--- config.mk ---
export PLATFORM = sky130hd
export DESIGN_NAME = jt89_wrq
export DESIGN_NICKNAME = d
export VERILOG_FILES = /design/src/rtl/jt89_wrq.sv
export SDC_FILE = /design/constraint.sdc
export NUM_CORES = 1
export LEC_CHECK = 0
export ABC_AREA = 0
export BUFFER_PORTS_ARGS = -buffer_cell sky130_fd_sc_hd__buf_4
export CAP_MARGIN = 40
export CORE_ASPECT_RATIO = 0.9
export CORE_MARGIN = 2
export CORE_UTILIZATION = 25
export CTS_BUF_LIST = sky130_fd_sc_hd__clkbuf_16
export CTS_CLUSTER_SIZE = 8
export DETAILED_ROUTE_END_ITERATION = 7
export HOLD_SLACK_MARGIN = 0.05
export PLACE_DENSITY = 0.41
export SLEW_MARGIN = 10
export SYNTH_ARGS = -nofsm -noshare
export SYNTH_HDL_FRONTEND = slang
export SYNTH_SLANG_ARGS = --single-unit
--- constraint.sdc ---
create_clock -name clk -period 5.73 [get_ports clk]
set_input_delay 1.719 -clock clk [delete_from_list [all_inputs] [get_ports clk]]
set_output_delay 1.719 -clock clk [all_outputs]
set_load 0.1 [all_outputs]
--- src/rtl/jt89_wrq.sv ---
// jt89_wrq: FIFO-buffered CPU write queue that replays bytes to the PSG as timed psg_wr_n pulses
module jt89_wrq #(
  parameter int AW       = 3,
  parameter int LOW_CYC  = 2,
  parameter int HIGH_CYC = 2
) (
  input  logic          clk,
  input  logic          rst,
  input  logic          cpu_wr,
  input  logic [7:0]    cpu_din,
  input  logic          ovf_clr,
  output logic          psg_wr_n,
  output logic [7:0]    psg_din,
  output logic          full,
  output logic          empty,
  output logic [AW:0]   level,
  output logic          ovf
);
  localparam int DEPTH = 1 << AW;
  typedef enum logic [1:0] {IDLE, LOW, HIGH} state_t;
  state_t        state, state_nxt;
  logic [7:0]    mem [DEPTH];
  logic [AW-1:0] wr_ptr, rd_ptr;
  logic [3:0]    cnt, cnt_nxt;
  logic [AW:0]   level_nxt;
  logic          wr_n_nxt, push, pop, drop;
  assign push = cpu_wr && !full;
  assign drop = cpu_wr && full;
  always_comb begin
    state_nxt = state;
    cnt_nxt   = cnt;
    wr_n_nxt  = psg_wr_n;
    pop       = 1'b0;
    case (state)
      IDLE: if (!empty) begin
        pop       = 1'b1;
        wr_n_nxt  = 1'b0;
        cnt_nxt   = 4'(LOW_CYC - 1);
        state_nxt = LOW;
      end
      LOW: if (cnt == 4'd0) begin
        wr_n_nxt  = 1'b1;
        cnt_nxt   = 4'(HIGH_CYC - 1);
        state_nxt = HIGH;
      end else cnt_nxt = cnt - 4'd1;
      HIGH: if (cnt != 4'd0) cnt_nxt = cnt - 4'd1;
      else if (!empty) begin
        pop       = 1'b1;
        wr_n_nxt  = 1'b0;
        cnt_nxt   = 4'(LOW_CYC - 1);
        state_nxt = LOW;
      end else state_nxt = IDLE;
      default: state_nxt = IDLE;
    endcase
    level_nxt = level + (AW+1)'(push) - (AW+1)'(pop);
  end
  always_ff @(posedge clk)
    if (push && !rst) mem[wr_ptr] <= cpu_din;
  always_ff @(posedge clk) begin
    if (rst) begin
      state    <= IDLE;
      cnt      <= 4'd0;
      psg_wr_n <= 1'b1;
      psg_din  <= 8'd0;
      wr_ptr   <= '0;
      rd_ptr   <= '0;
      level    <= '0;
      full     <= 1'b0;
      empty    <= 1'b1;
      ovf      <= 1'b0;
    end else begin
      state    <= state_nxt;
      cnt      <= cnt_nxt;
      psg_wr_n <= wr_n_nxt;
      if (pop) psg_din <= mem[rd_ptr];
      wr_ptr   <= wr_ptr + AW'(push);
      rd_ptr   <= rd_ptr + AW'(pop);
      level    <= level_nxt;
      full     <= level_nxt == (AW+1)'(DEPTH);
      empty    <= level_nxt == '0;
      ovf      <= drop || (ovf && !ovf_clr);
    end
  end
endmodule

==> results.cfg, run 1 <==
[setup_path]
cp_num_buf_inv = 2
cp.arrival_ns = 3.20
critPathMaxStageDelay_ns = 0.52
reg2regPathDepth = 10
path_cells = buf_4 -> or3_1 -> nor3_1 -> buf_2
regToRegSetupSlack_ns = 2.97
critPathSlowestCell = nor3_1
endpoint_kind = flop
crit_type = input pin to flop
path_max_fanout = 30
worst_ep_required_time_ns = 5.78
timing.rr.start = cnt[0]
worst_setup_path_start_kind = input pin
timing.rr.end = empty
critPathTopFamily = simple AND/OR/NAND/NOR gates

[placed_design]
dpl.hpwl_um = 5212
portBuffers = 27
post-place-ws_ns = 2.215
place_congestion = 0.7090

[pwr]
p_leak_nw = 1.570
powerDensity_nw_per_um2 = 523.5
ir_drop_mv = 0.1986

[routing]
wl_um = 7544
drc = 0
drtAntennaViolNets = 0
wl_per_cell_um = 15.46
viasPerCell = 4.275
drtIter0Drc = 116
firstDrtPassIters = 4
vias = 2086

[clock_network]
cts_buffers = 9
cts_max_level = 3
clock_tree.buffer_depth = 2
postCtsSetupRepairBufs = 0
tritoncts = done
cts.repair.resized = 0
cts_hold_buf = 0
worstSkewPairLatency_ns = 0.34
cts_root_buffer = clkbuf_16
cts.clk_slew.worst_paths_ns = 0.06
cts_sinks = 92

[hold_path]
min_to = psg_wr_n
min_from = psg_wr_n
hold_depth = 2
hold_path_class = flop to flop

[finish]
most-common-layout-cells = edfxtp_1, buf_4, nor2_1
nNetsFinal = 312
drive_gt1_share_pct = 25.17
layout_commonest_cell = edfxtp_1
fillers = 1433
antennaDiodeCount = 0
syn2layout_area_growth_pct = 19.43

[grt]
grt_use_total_pct = 10.24
grt_max_degree = 31
grt_pass1_wl_um = 12010
grt_pass1_vias = 2113
met3_usage_pct = 3.342
grt_use_met1_pct = 13.20
grt.overflow.total = 0
met2_usage_pct = 15.74
antenna_found_initial = 0
busiest_layer = met2

[timing]
fin_crit_sh_pct = 54.95
setup_viol_count_final = 0
max_freq_ghz = 0.3176
worst_pin_slew_ns = 0.8560
fin_tns_setup_ns = 0
finalCriticalPeriod_ns = 3.149
hold_viol_final = 0
relSlewSlack_pct = 42.72
clock_skew_ns = 0.003524
setup_ws_ns = 2.581
slew_violations = 0
rsz0062_at_grt = false

[yosys]
syn_avg_cell_area_um2 = 15.24
async_flop_share_pct = 0
yosysWarningCount = 0
synth-edff-count = 64
synthesis.area_um2 = 3794
ys.flop_type = edfxtp_1
ys_ff_latch = 92
synth_cells = 249
synth_fp_nets = 275
ys_seq_area_share_pct = 65.44
synth_cell_types = 42

[floorplanning]
start_util_pct = 25.69
die_area_um2 = 16180
io_pins = 28
rows = 42
fp.dieH_um = 120.9
die_w_um = 133.9
coreArea_um2 = 14770

[status]
outcome = finished, final reports clean

[job]
maxCapViolCount = 0
[area by class of cell]
cell class	count	area [µm²]	area share [%]
Clock buffer	9	225.2	4.971
Clock inverter	6	65.06	1.436
Sequential cell	92	2482	54.79
Multi-Input combinational cell	134	1186	26.18
Timing Repair Buffer	36	275.3	6.076
Inverter	13	48.80	1.077
Tap cell	198	247.7	5.468
[through the flow]
step	total power [mW]	hold slack [ns]	util, %	instance area (µm²)	cells
after floorplan	1.637	0.4818	-	3794	249
after global routing	2.505	0.5177	30.68	4531	488
after detailed placement	1.811	0.4644	28.66	4233	472
after CTS	2.402	0.4734	30.63	4523	487
final	2.372	0.4777	30.68	4531	488
after global placement	1.810	0.4573	28.33	4183	466
[worst register-to-register path: stages (launching register included)]
cell and delay [ns]:
dfxtp_1 0.35, inv_1 0.11, ha_1 0.20, nor4bb_2 0.35, o21a_2 0.44, xnor2_1 0.17, ha_1 0.20, inv_1 0.06
fa_1 0.37, xor2_1 0.17, a41o_1 0.24
[layer usage]
layer,part of all wire [%],up-vias,routed length [µm]
met5,0,-,0
met4,2.2,0,166
met3,3.1,12,237
met2,46,24,3438
met1,49,1047,3702
li1,-,1003,-
[how the worst max path moves through the flow]
stage	from	endpoint	slack, ns	cells after the start
after CTS	rst	mem[0][2]	2.58	4
after detailed placement	rst	mem[0][3]	2.22	4
after floorplan	cpu_wr	mem[0][0]	2.54	3
after global routing	rst	mem[0][2]	2.46	4
after global placement	rst	mem[0][3]	2.10	3
final	rst	mem[0][2]	2.58	4
[synth_stat cells, types with 3 or more instances]
master	number	area, µm²
a211oi_1	8	60.06
a21oi_1	7	35.03
buf_2	3	15.01
dfxtp_1	28	560.5
edfxtp_1	64	1922
ha_1	13	162.7
inv_1	13	48.80
mux2i_1	8	80.08
mux4_2	16	360.4
nand2_1	8	30.03
nand2b_1	5	31.28
nor2_1	29	108.9
nor2b_1	3	18.77
nor3_1	5	25.02
o21ai_0	4	20.02
xnor2_1	5	43.79
[cells by family (layout without fill, tap and decap cells)]
kind of cell | after synthesis | in the layout | synth area share [%]
DFF | 92 | 92 | 65.44
xor gates and xnor gates | 7 | 7 | 1.616
AOI/OAI and AO/OA | 31 | 31 | 5.640
and+or+nand+nor | 58 | 58 | 7.586
buffers and inverters | 23 | 64 | 3.298
muxes | 24 | 24 | 11.61
adders and majority gates | 14 | 14 | 4.815
[state kept, by name (all words and copies together) (netlist names)]
register	flops
state	2
wr_ptr	3
level	4
full	1
cnt	4
psg_wr_n	1
rd_ptr	3
ovf	1
mem	64
psg_din	8
empty	1
[power by group]
group | internal [mW] | total (mW) | switching (mW)
Sequential | 0.799 | 0.866 | 0.0666
Clock | 0.336 | 0.583 | 0.247
Combinational | 0.285 | 0.923 | 0.638
Note: power is estimated with default switching activity, not from simulation.
==> inputs of run 2 (changes only) <==
==> constraint.sdc (replaced) <==
create_clock -name clk -period 2.9 [get_ports clk]
set_input_delay 0.87 -clock clk [delete_from_list [all_inputs] [get_ports clk]]
set_output_delay 0.87 -clock clk [all_outputs]
set_load 0.1 [all_outputs]
==> run 2 against run 1 <==
  * Critical path type is now flop to flop
  * Die area did not move
  * Largest power group unchanged
  * Clock power rose by 89%
  * Highest routed layer unchanged
  * Largest cell class unchanged
  * Critical endpoint is now full
  * Design area barely moved
  * First-iteration DRC count fell by 4.3%
==> results.cfg, run 2 (same netlist as run 1, synthesis figures left out) <==
[routing]
firstDrtPassIters = 4
viasPerCell = 4.295
drc = 0
vias = 2109
drtIter0Drc = 111
drtAntennaViolNets = 0
wl_um = 7597
wl_per_cell_um = 15.47

[timing]
rsz0062_at_grt = false
slew_violations = 0
setup_viol_count_final = 0
finalCriticalPeriod_ns = 2.455
clock_skew_ns = 0.007368
relSlewSlack_pct = 47.30
worst_pin_slew_ns = 0.7894
fin_crit_sh_pct = 84.66
max_freq_ghz = 0.4073
fin_tns_setup_ns = 0
hold_viol_final = 0

[placed_design]
place_congestion = 0.7119
dpl.hpwl_um = 4922
portBuffers = 27
post_dp_cell_area_um2 = 4258

[grt]
grt_pass1_vias = 2105
grt_use_total_pct = 10.20
grt_max_degree = 30
grt.overflow.total = 0
grt_pass1_wl_um = 12010
antenna_found_initial = 0

[clock_network]
cts_root_buffer = clkbuf_16
cts_buffers = 9
tritoncts = done
cts.clk_slew.worst_paths_ns = 0.07
cts_max_level = 3
cts.repair.resized = 0
cts_hold_buf = 0
postCtsSetupRepairBufs = 0
worstSkewPairLatency_ns = 0.34
clock_tree.buffer_depth = 2
cts_sinks = 92

[setup_path]
regToRegSetupSlack_ns = 0.44
reg2regPathDepth = 11
timing.rr.start = state[0]
cp.arrival_ns = 2.72
crit_type = flop to flop
worst_setup_path_start_kind = flop
endpoint_kind = flop
path_max_fanout = 5
worst_ep_required_time_ns = 3.16
timing.rr.end = full

[hold_path]
min_to = ovf
hold_depth = 2
min_from = full
hold_path_class = flop to flop

[floorplanning]
io_pins = 28
die_area_um2 = 16180
coreArea_um2 = 14770
rows = 42
die_w_um = 133.9
fp.dieH_um = 120.9
start_util_pct = 25.69

[job]
maxCapViolCount = 0

[finish]
drive_gt1_share_pct = 25.94
largest_register_ff_count = 64
utilization_pct = 30.70
largest_register = mem
final_area_um2 = 4533
antennaDiodeCount = 0
fillers = 1465
nNetsFinal = 315
syn2layout_area_growth_pct = 19.49
most-common-layout-cells = edfxtp_1, buf_4, nor2_1
reg_top3 = mem: 64 flops, psg_din: 8 flops
layout_commonest_cell = edfxtp_1

[pwr]
p_leak_nw = 1.576
powerDensity_nw_per_um2 = 1027
ir_drop_mv = 0.3726

[status]
outcome = finished, final reports clean
## run 2: changes by cell type in the layout (fill, tap and decap cells not counted)
cell       previous run  this run
buf_4                34        39
buf_2                 1         0
clkinv_4              1         2
bufinv_16             1         0
inv_8                 0         1
buf_8                 1         0
clkinv_2              2         1
## run 2: routing by layer
metal / vias to the layer above / GRT usage [%] / wire length (µm)
met2: 40 / 14.90 / 3392
met4: 0 / 4.987 / 150
met1: 1047 / 14.04 / 3755
met5: - / 0 / 0
met3: 10 / 2.632 / 298
li1: 1012 / - / -
## run 2: final cells by class
type	instances	area, µm²	share of cell area [%]
Sequential cell	92	2482	54.76
Timing Repair Buffer	39	292.8	6.459
Clock inverter	6	50.05	1.104
Inverter	13	48.80	1.076
Multi-Input combinational cell	134	1186	26.17
Tap cell	198	247.7	5.465
Clock buffer	9	225.2	4.968
## run 2: critical path: stages, from the launching register on
cell and delay, ns:
dfxtp_1 0.41, inv_1 0.09, ha_1 0.23, nor4bb_2 0.18, o21a_2 0.23, xnor2_1 0.15
ha_1 0.19, inv_1 0.05, fa_1 0.37, xor2_1 0.23, nand3_1 0.11, nor3_1 0.14
## run 2: through the flow
stage / hold slack (ns) / cells / setup slack (ns) / total power [mW]
floorplan: 0.4818 / 249 / 0.1848 / 3.235
global route: 0.4955 / 491 / 0.1769 / 4.933
detailed placement: 0.4586 / 476 / 0.4455 / 3.604
finish: 0.4674 / 491 / 0.4448 / 4.654
global placement: 0.4509 / 476 / 0.4903 / 3.602
CTS: 0.4687 / 491 / 0.4468 / 4.713
## run 2: how the worst max path moves through the flow
stage                   from    end  slack (ns)  depth (start not counted)
floorplan              empty  empty        0.18                          9
global placement      cpu_wr   full        0.49                          9
detailed placement    cpu_wr   full        0.45                          9
CTS                 state[0]   full        0.45                         11
global route          cnt[0]   full        0.18                         11
finish              state[0]   full        0.44                         11
## run 2: power breakdown
group          switching [mW]  leakage [nW]  internal (mW)  total [mW]
sequential              0.131         0.809           1.58        1.71
combinational            1.27         0.633          0.578        1.84
clock                   0.513         0.134          0.587        1.10
total                    1.91          1.58           2.74        4.65
==> inputs of run 3 (changes only) <==
==> constraint.sdc (replaced) <==
create_clock -name clk -period 2.34 [get_ports clk]
set_input_delay 0.702 -clock clk [delete_from_list [all_inputs] [get_ports clk]]
set_output_delay 0.702 -clock clk [all_outputs]
set_load 0.1 [all_outputs]
==> run 3 against run 2 <==
  * Flip-flop and latch count stayed put
  * Combinational power up 35%
  * Clock-buffer cell count unchanged
  * Critical path type unchanged
  * Sequential share of layout area is 1.6 points lower
  * Worst setup slack worse by 0.36 ns
  * Fmax up 8.9%
  * Sequential power up 24%
  * Hold slack got worse by 0.017 ns
  * Design area increased by 3.3%
  * Clock power grew 17%
  * Critical endpoint is now empty
==> results.cfg, run 3 (same netlist as run 1, synthesis figures left out) <==
[timing]
finalCriticalPeriod_ns = 2.255
worst_pin_slew_ns = 0.6060
max_freq_ghz = 0.4434
hold_viol_final = 0
rsz0062_at_grt = true
relSlewSlack_pct = 59.54
fin_crit_sh_pct = 96.38
slew_violations = 0
clock_skew_ns = 0.007454
setup_viol_count_final = 0
setup_ws_ns = 0.08462

[finish]
utilization_pct = 31.72
drive_gt1_share_pct = 33.99
largest_register_ff_count = 64
final_area_um2 = 4684
most-common-layout-cells = edfxtp_1, buf_4, nor2_1
nNetsFinal = 327
reg_top3 = mem: 64 flops, psg_din: 8 flops
fillers = 1468
antennaDiodeCount = 0
stdcell_count = 504
syn2layout_area_growth_pct = 23.48
largest_register = mem
layout_commonest_cell = edfxtp_1

[routing]
drtAntennaViolNets = 0
wl_um = 7557
wl_per_cell_um = 14.99
drtIter0Drc = 82
viasPerCell = 4.220
firstDrtPassIters = 4
vias = 2127
drc = 0

[floorplanning]
rows = 42
die_w_um = 133.9
start_util_pct = 25.69
fp.dieH_um = 120.9
coreArea_um2 = 14770
io_pins = 28
die_area_um2 = 16180

[setup_path]
crit_type = flop to flop
regToRegSetupSlack_ns = 0.08
cp_num_buf_inv = 2
cp.arrival_ns = 2.49
critPathSlowestCell = dfxtp_4
worst_setup_path_start_kind = flop
path_max_fanout = 5
path_cells = inv_4 -> ha_4 -> nor4bb_4 -> o21a_2 -> xnor2_2 -> ha_2 -> inv_2 -> fa_2 -> xor2_2 -> a41o_1
critPathTopFamily = adder cells
endpoint_kind = flop
critPathMaxStageDelay_ns = 0.36
worst_ep_required_time_ns = 2.57

[clock_network]
clock_tree.buffer_depth = 2
cts.clk_slew.worst_paths_ns = 0.06
cts_buffers = 9
cts_sinks = 92
cts_max_level = 3
cts_root_buffer = clkbuf_16
tritoncts = done
worstSkewPairLatency_ns = 0.34

[placed_design]
place_congestion = 0.7711
post-place-ws_ns = 0.01075
dpl.hpwl_um = 5105
post_dp_cell_area_um2 = 4365
portBuffers = 27
placed_cells = 487

[grt]
grt_pass1_vias = 2071
grt.overflow.total = 0
grt_use_total_pct = 9.990
grt_max_degree = 23
antenna_found_initial = 0
grt_pass1_wl_um = 11720

[pwr]
p_leak_nw = 1.654
ir_drop_mv = 0.5420
power.total_mw = 5.898
powerDensity_nw_per_um2 = 1259

[hold_path]
hold_path_class = flop to flop

[job]
maxCapViolCount = 0

[status]
outcome = finished, final reports clean
[run 3: final cells by class]
| cell class | instances | area, µm² | area share (%) |
|---|---|---|---|
| clock inverter | 7 | 40.04 | 0.8547 |
| sequential | 92 | 2491 | 53.18 |
| multi-input combinational | 134 | 1246 | 26.60 |
| tap | 198 | 247.7 | 5.288 |
| clock buffer | 9 | 225.2 | 4.808 |
| timing repair buffer | 51 | 382.9 | 8.173 |
| inverter | 13 | 51.30 | 1.095 |
[run 3: worst register-to-register path, cell delays in order (launching register included)]
cell and delay [ns]:
dfxtp_4 0.36, inv_4 0.07, ha_4 0.13, nor4bb_4 0.29
o21a_2 0.20, xnor2_2 0.12, ha_2 0.20, inv_2 0.04
fa_2 0.34, xor2_2 0.16, a41o_1 0.24
[run 3: metal layers]
metal / part of all wire (%) / up-vias / track usage [%]
met5: 0 / - / 0
met4: 1.5 / 0 / 3.590
met3: 4.0 / 9 / 3.843
met2: 46 / 26 / 14.90
met1: 49 / 1062 / 13.22
li1: - / 1030 / -
[run 3: power by group]
part / switching, mW / internal [mW]
Clock: 0.585 / 0.707
Combinational: 1.65 / 0.842
Sequential: 0.148 / 1.97
Total: 2.38 / 3.52
[run 3: what timing repair did]
item | CTS | global route
pin swaps | 0 | 6
buffers inserted | 0 | 1
hold buffers | 0 | 0
setup endpoints to repair | 1 | 2
resized for setup | 1 | 9
[run 3: through the flow]
stage	TNS, ns	hold WS, ns
global route	-0.03661	0.4748
floorplan	0	0.4663
finish	0	0.4507
global placement	0	0.4413
CTS	0	0.4566
detailed placement	0	0.4461
[run 3: path summary, 6_finish.rpt]
check                 from        to  cells past startpoint
setup reg to reg    cnt[0]     empty                     10
hold / removal    psg_wr_n  psg_wr_n                      2
hold reg to reg   psg_wr_n  psg_wr_n                      2
setup / recovery    cnt[0]     empty                     10
